## config.mk

```make
export PLATFORM = sky130hd
export DESIGN_NAME = regfile
export DESIGN_NICKNAME = d
export VERILOG_FILES = /design/src/rtl/regfile_pkg.sv /design/src/rtl/regfile_rd_port.sv /design/src/rtl/regfile.sv
export SDC_FILE = /design/constraint.sdc
export NUM_CORES = 2
export LEC_CHECK = 0
export CAP_MARGIN = 0
export CORE_AREA = 4 4 408 410
export DETAILED_ROUTE_END_ITERATION = 8
export DIE_AREA = 0 0 412 414
export HOLD_SLACK_MARGIN = 0.12
export PLACE_DENSITY_LB_ADDON = 0.15
export SKIP_LAST_GASP = 1
export SLEW_MARGIN = 20
export SYNTH_ARGS = -nofsm -noshare
export SYNTH_HDL_FRONTEND = slang
export SYNTH_HIERARCHICAL = 1
export SYNTH_SLANG_ARGS = --single-unit
export TNS_END_PERCENT = 100
```

## constraint.sdc

```tcl
create_clock -name clk -period 3.8 [get_ports clk]
set_input_delay 0.76 -clock clk [delete_from_list [all_inputs] [get_ports clk]]
set_output_delay 0.76 -clock clk [all_outputs]
set_load 0.005 [all_outputs]
```

## src/rtl/regfile_pkg.sv

```systemverilog
// rtl/regfile_pkg.sv - shared widths, constants and bypass configuration for the register file.
// Build option: define REGFILE_BYPASS_EN to forward write data to same-cycle reads.
package regfile_pkg;

    localparam int DATA_W   = 32;
    localparam int ADDR_W   = 5;
    localparam int NUM_REGS = 2 ** ADDR_W;

    localparam logic [DATA_W-1:0] ZERO_WORD     = '0;
    localparam logic              WRITE_ENABLE  = 1'b1;
    localparam logic              WRITE_DISABLE = 1'b0;
    localparam logic              READ_ENABLE   = 1'b1;
    localparam logic              READ_DISABLE  = 1'b0;

`ifdef REGFILE_BYPASS_EN
    localparam bit BYPASS_EN = 1'b1;
`else
    localparam bit BYPASS_EN = 1'b0;
`endif

endpackage

```

## src/rtl/regfile_rd_port.sv

```systemverilog
// rtl/regfile_rd_port.sv - one combinational read port: zero forcing and optional write-through bypass.
module regfile_rd_port
    import regfile_pkg::*;
#(
    parameter int DW = DATA_W,
    parameter int AW = ADDR_W
) (
    input  logic          rst_n,
    input  logic          re,
    input  logic [AW-1:0] raddr,
    input  logic          we,
    input  logic [AW-1:0] waddr,
    input  logic [DW-1:0] wdata,
    input  logic [DW-1:0] reg_data,
    output logic [DW-1:0] rdata
);

    logic bypass_hit;

    always_comb begin
        bypass_hit = BYPASS_EN && (we == WRITE_ENABLE) && (waddr == raddr);
        rdata      = '0;
        if (!rst_n || (re != READ_ENABLE) || (raddr == '0)) begin
            rdata = '0;
        end else if (bypass_hit) begin
            rdata = wdata;
        end else begin
            rdata = reg_data;
        end
    end

endmodule

```

## src/rtl/regfile.sv

```systemverilog
// rtl/regfile.sv - write-back register file: one write port, two combinational read ports.
// Build option: REGFILE_BYPASS_EN (see regfile_pkg) enables write-through on reads.
module regfile
    import regfile_pkg::*;
#(
    parameter int DATA_W   = regfile_pkg::DATA_W,
    parameter int ADDR_W   = regfile_pkg::ADDR_W,
    parameter int NUM_REGS = 2 ** ADDR_W
) (
    input  logic              clk,
    input  logic              rst_n,
    input  logic              we,
    input  logic [ADDR_W-1:0] waddr,
    input  logic [DATA_W-1:0] wdata,
    input  logic              re1,
    input  logic [ADDR_W-1:0] raddr1,
    output logic [DATA_W-1:0] rdata1,
    input  logic              re2,
    input  logic [ADDR_W-1:0] raddr2,
    output logic [DATA_W-1:0] rdata2
);

    logic [DATA_W-1:0] regs_q [NUM_REGS];
    logic [DATA_W-1:0] regs_d [NUM_REGS];

    // Entry 0 is never written, so it stays at its reset value and is pruned.
    always_comb begin
        regs_d = regs_q;
        if ((we == WRITE_ENABLE) && (waddr != '0)) begin
            regs_d[waddr] = wdata;
        end
    end

    always_ff @(posedge clk or negedge rst_n) begin
        if (!rst_n) begin
            for (int i = 0; i < NUM_REGS; i++) begin
                regs_q[i] <= '0;
            end
        end else begin
            regs_q <= regs_d;
        end
    end

    regfile_rd_port #(.DW(DATA_W), .AW(ADDR_W)) u_rd_port1 (
        .rst_n    (rst_n),
        .re       (re1),
        .raddr    (raddr1),
        .we       (we),
        .waddr    (waddr),
        .wdata    (wdata),
        .reg_data (regs_q[raddr1]),
        .rdata    (rdata1)
    );

    regfile_rd_port #(.DW(DATA_W), .AW(ADDR_W)) u_rd_port2 (
        .rst_n    (rst_n),
        .re       (re2),
        .raddr    (raddr2),
        .we       (we),
        .waddr    (waddr),
        .wdata    (wdata),
        .reg_data (regs_q[raddr2]),
        .rdata    (rdata2)
    );

endmodule

```

### Word level (Yosys, flattened, before mapping)

Index checks and enable logic that the tools add are counted.

* logic and storage cells: 62
* input bits: 52
* output and inout port bits: 64
* register bits: 1024

* reduce and logical (&&, ||, !) cells: 10
* multiplexer cells: 11
* bitwise logic cells: 5
* magnitude comparators: 4

Operator list (number)
* $bwmux W1024: 1
* $bmux W32 S5: 2
* $mux W32: 7
* $demux W32 S5: 1
* $ge A6 B6 Y1 const B: 3
* $not A5 Y6: 3
* $logic_not A5 Y1: 2
* $lt A6 B1 Y1 const B: 1
* $reduce_bool A5 Y1: 1
* $logic_or A1 B1 Y1: 4
* $logic_and A1 B1 Y1: 2
* $not A1 Y1: 2
* $logic_not A1 Y1: 1

### Depth between registers and ports, before layout

* depth after elaboration: 6
* depth in mapped cells: 10
* mapped depth without buffers: 7

### Hierarchy

The synthesis kept the hierarchy.

By module, submodules not included
* regfile: cells each 4601, area each 55937.4 um2, instances 1
* regfile_rd_port: cells each 78, area each 427.9 um2, instances 2

### Least setup slack after synthesis

No wires, ideal clock.

* path kind: input to output
* start: input port raddr1[1]
* end: output port rdata1[5]
* required time: 3040 ps
* stages on the path: 10
* path slack: 959 ps
* data arrival time: 2081 ps
* cell sequence: buf_2 buf_4 buf_2 buf_2 mux2i_1 nand2_1 a31oi_1 nand3_1 nand3_1 a21oi_2

* word-level cells in the longest chain between the ends: 5
* elaborated cells between the ends (all ways): 7
* classes of those cells: mux: 4; bitwise: 1; reduce/logical: 2

RTL lines
* start: declaration: RTL line regfile.sv:16 `input logic [ADDR_W-1:0] raddr1,`
* $not A5 Y6 (not written as such): RTL line regfile.sv:51 `.reg_data (regs_q[raddr1]),`
* $bmux W32 S5: RTL line regfile.sv:51
* $mux W32 (not written as such) (2 in a row): RTL line regfile.sv:51
* $mux W32 (*): RTL line regfile_rd_port.sv:23 `if (!rst_n || (re != READ_ENABLE) || (raddr == '0)) begin`
* end: declaration: RTL line regfile.sv:17 `output logic [DATA_W-1:0] rdata1,`

Every way passes the cells marked *; elsewhere a longest branch is shown, timed or not. The select of a mux whose other input is x is not followed.

### Worst setup path in the final report

* start: input port raddr2[0]
* end: output port rdata2[18]

* word-level cells in the longest chain between the ends: 5
* elaborated cells between the ends (all ways): 7
* classes of those cells: mux: 4; bitwise: 1; reduce/logical: 2

RTL lines
* start: declaration: RTL line regfile.sv:19 `input logic [ADDR_W-1:0] raddr2,`
* $not A5 Y6 (not written as such): RTL line regfile.sv:62 `.reg_data (regs_q[raddr2]),`
* $bmux W32 S5: RTL line regfile.sv:62
* $mux W32 (not written as such) (2 in a row): RTL line regfile.sv:62
* $mux W32 (*): RTL line regfile_rd_port.sv:23
* end: declaration: RTL line regfile.sv:20 `output logic [DATA_W-1:0] rdata2`

Marked as above.

==> qor.yml <==
grt:
  grt_max_degree: 67
  overflow: 0
  grt_pass1_wl_mm: 314.9
  antenna_found_initial: 8
  grt_use_total: 0.2501
  grt_pass1_vias: 42030
clock_network:
  cts_buffers: 117
  root_buffer: "clkbuf_16"
  htreeDepth: 3
  cts.path.max_buffers: 3
  clkSlewWorstSetupHoldPaths_ns: 0.06
  tritoncts: "built"
  clk_latency_ns: 0.74
  clock-sinks: 1024
yosys:
  ys_warn_count: 6
  synth_ff_type: "dfrtp_1"
  syn-cell-area_mm2: 0.05679
  synth_seq_area_share: 0.4512
  async_flop_share: 1.000
  syn_inst: 4757
  synth_fp_nets: 4809
  syn-mean-instance-area_um2: 11.94
  yosys.area_share.adder: 0
  synth_top_area_cell: "dfrtp_1"
  synth_top_area_frac: 0.4512
  synthMuxAreaShare: 0.3772
  synth_area_leaders: "dfrtp_1, mux2_2, mux2i_1, a22oi_1, nand3_1"
  synthXorXnorAreaFrac: 0
  yosys-top-cells-count: "dfrtp_1, mux2i_1, mux2_2"
  synth_compound_area_frac: 0.07499
  yosys.area_share.simple: 0.04968
  ys_ff_latch: 1024
  ys_types: 31
  synth_edf_count: 0
  synth_top_family_by_area: "multiplexers"
pwr:
  cellPowerDensity_mw_per_mm2: 483.9
  p_comb_frac: 0.209
  peakVddDrop_mv: 0.4313
  power_frac_clock: 0.355
  power_leakage_nw: 32.44
  intPower_mw: 23.62
  net-switching-power_mw: 9.707
  seqPwrFrac: 0.437
  swShare: 0.2913
timing:
  drv_slew: 0
  min_period_ns: 3.782
  relSlewSlack: 0.2318
  period_share: 0.9953
  setup_viol: 0
  fin_hold_ws_ns: 0.2009
  fmax_mhz: 264.4
  finalClockSkew_ns: 0
  finalHoldViolCount: 0
  tightest_slew_ns: 1.149
  timing.setup.tns_ns: 0
worst_setup_path:
  worstSetupPathType: "in2out"
  cp-start-kind: "input port"
  crit_start: "raddr2[0]"
  cp.arrival_ns: 3.02
  cp.required_ns: 3.04
  worstPathMaxFanout: 8
  r2r-start: "regs_q[579]"
  end_kind: "output pin"
outcome:
  status: "complete, no violations"
floorplan:
  rows: 148
  io_pins: 116
  initial_core_util: 0.3497
  core_mm2: 0.1624
  die_h_um: 414
  fp.dieW_um: 412
  dieArea_mm2: 0.1706
drt:
  drt_iter0_drc: 3409
  ant_nets: 0
  drc: 0
  dr.pass1.iters: 8
  wirelength_mm: 218.5
  post_drt_via_cell_ratio: 5.664
  wire_per_inst_um: 29.90
  vias: 41390
cells_and_area:
  reg_top3: "regs_q: 1024 flops"
  largest_reg_flops: 1024
  drive_gt1_frac: 0.3744
  layout.nets: 5084
  stdcell_count: 7307
  regMostFlops: "regs_q"
  area_growth_pct: 21.25
placed_design:
  dp_cells: 7034
  dpl.hpwl_mm: 132.1
  gp_congestion: 0.8209
  portBuffers: 115
run:
  maxCapViolations: 0
worst_hold_path:
  min_path_type: "in2async"
## worst max-delay path, cell delays in order
cell and delay, ns:
dlygate4sd2_1 0.24, buf_6 0.14, nor2b_4 0.14, buf_12 0.13, buf_12 0.15, buf_4 0.15, buf_12 0.13, a22o_1 0.20
nor3_1 0.20, a31oi_1 0.10, nand3_1 0.17, nand3_1 0.10, a21oi_1 0.13, dlygate4sd2_1 0.25
## final timing paths
check / slack [ns] / endpoint / cells past startpoint
max: 0.02 / rdata2[18] / 14
min: 0.20 / regs_q[744] / 3
max reg2reg: 2.97 / regs_q[579] / 1
min reg2reg: 0.40 / regs_q[994] / 0
max in group asynchronous: 1.68 / regs_q[723] / 5
min in group clk: 0.40 / regs_q[994] / 0
## power by group through the flow
stage	Combinational, mW	Clock [mW]	Sequential (mW)
2_1_floorplan	4.60	0	14.2
4_1_cts	6.92	12.1	14.5
3_3_place_gp	6.66	0	14.6
5_1_grt	7.54	12.5	14.8
3_5_place_dp	6.72	0	14.7
6_report	6.95	11.8	14.6
## timing repair
| action | CTS | global route |
|---|---|---|
| buffers inserted | 41 | 5 |
| gates cloned | 5 | 1 |
| setup endpoints to repair | 64 | 27 |
| pin swaps | 65 | 23 |
| hold buffers | 2 | 0 |
| gates resized for setup | 250 | 58 |
| endpoints found under the hold margin | 63 | 0 |
## layer usage
layer | vias up | wire (um) | part of all wire | track usage
li1 | 18130 | - | - | -
met1 | 21910 | 104800 | 0.48 | 0.3755
met2 | 1097 | 97790 | 0.45 | 0.3828
met3 | 253 | 11000 | 0.050 | 0.02827
met4 | 0 | 4969 | 0.023 | 0.06297
met5 | - | 0 | 0 | 0
## cells by family (layout without fill, tap and decap cells)
logic type	Yosys count	count (layout)
and+or+nand+nor	578	578
AOI/OAI and AO/OA	640	640
muxes	2016	2016
buffers and inverters	499	873
DFF	1024	1024
other	0	1
## layout make-up
| class | count | area, um2 |
|---|---|---|
| Clock buffer | 183 | 3632 |
| Fill cell | 15240 | 93540 |
| Timing Repair Buffer | 653 | 7076 |
| Clock inverter | 35 | 379.1 |
| Inverter | 2 | 7.507 |
| Antenna cell | 1 | 2.502 |
| Multi-Input combinational cell | 3234 | 29420 |
| Sequential cell | 1024 | 25620 |
| Tap cell | 2175 | 2721 |
## cells in the final DEF, fill, tap and decap left out, types with 123 or more instances in the layout
master,count
nand2_1,193
a22o_1,127
buf_12,144
clkbuf_16,123
a22oi_1,184
a21oi_1,224
dfrtp_1,1024
mux2i_1,1024
nand3_1,220
mux2_2,953
buf_4,366
## metrics by stage
stage	area, um2	power [mW]	utilization	worst slack, ns
2_1_floorplan	56790	18.83	-	0.9593
3_3_place_gp	63460	21.26	0.3908	-0.6283
3_5_place_dp	63460	21.40	0.3907	-0.5734
4_1_cts	68720	33.52	0.4231	-0.1618
5_1_grt	68860	34.85	0.4240	-0.001779
6_report	68860	33.32	0.4240	0.01772
No activity file was read; power rests on OpenSTA's default activity.
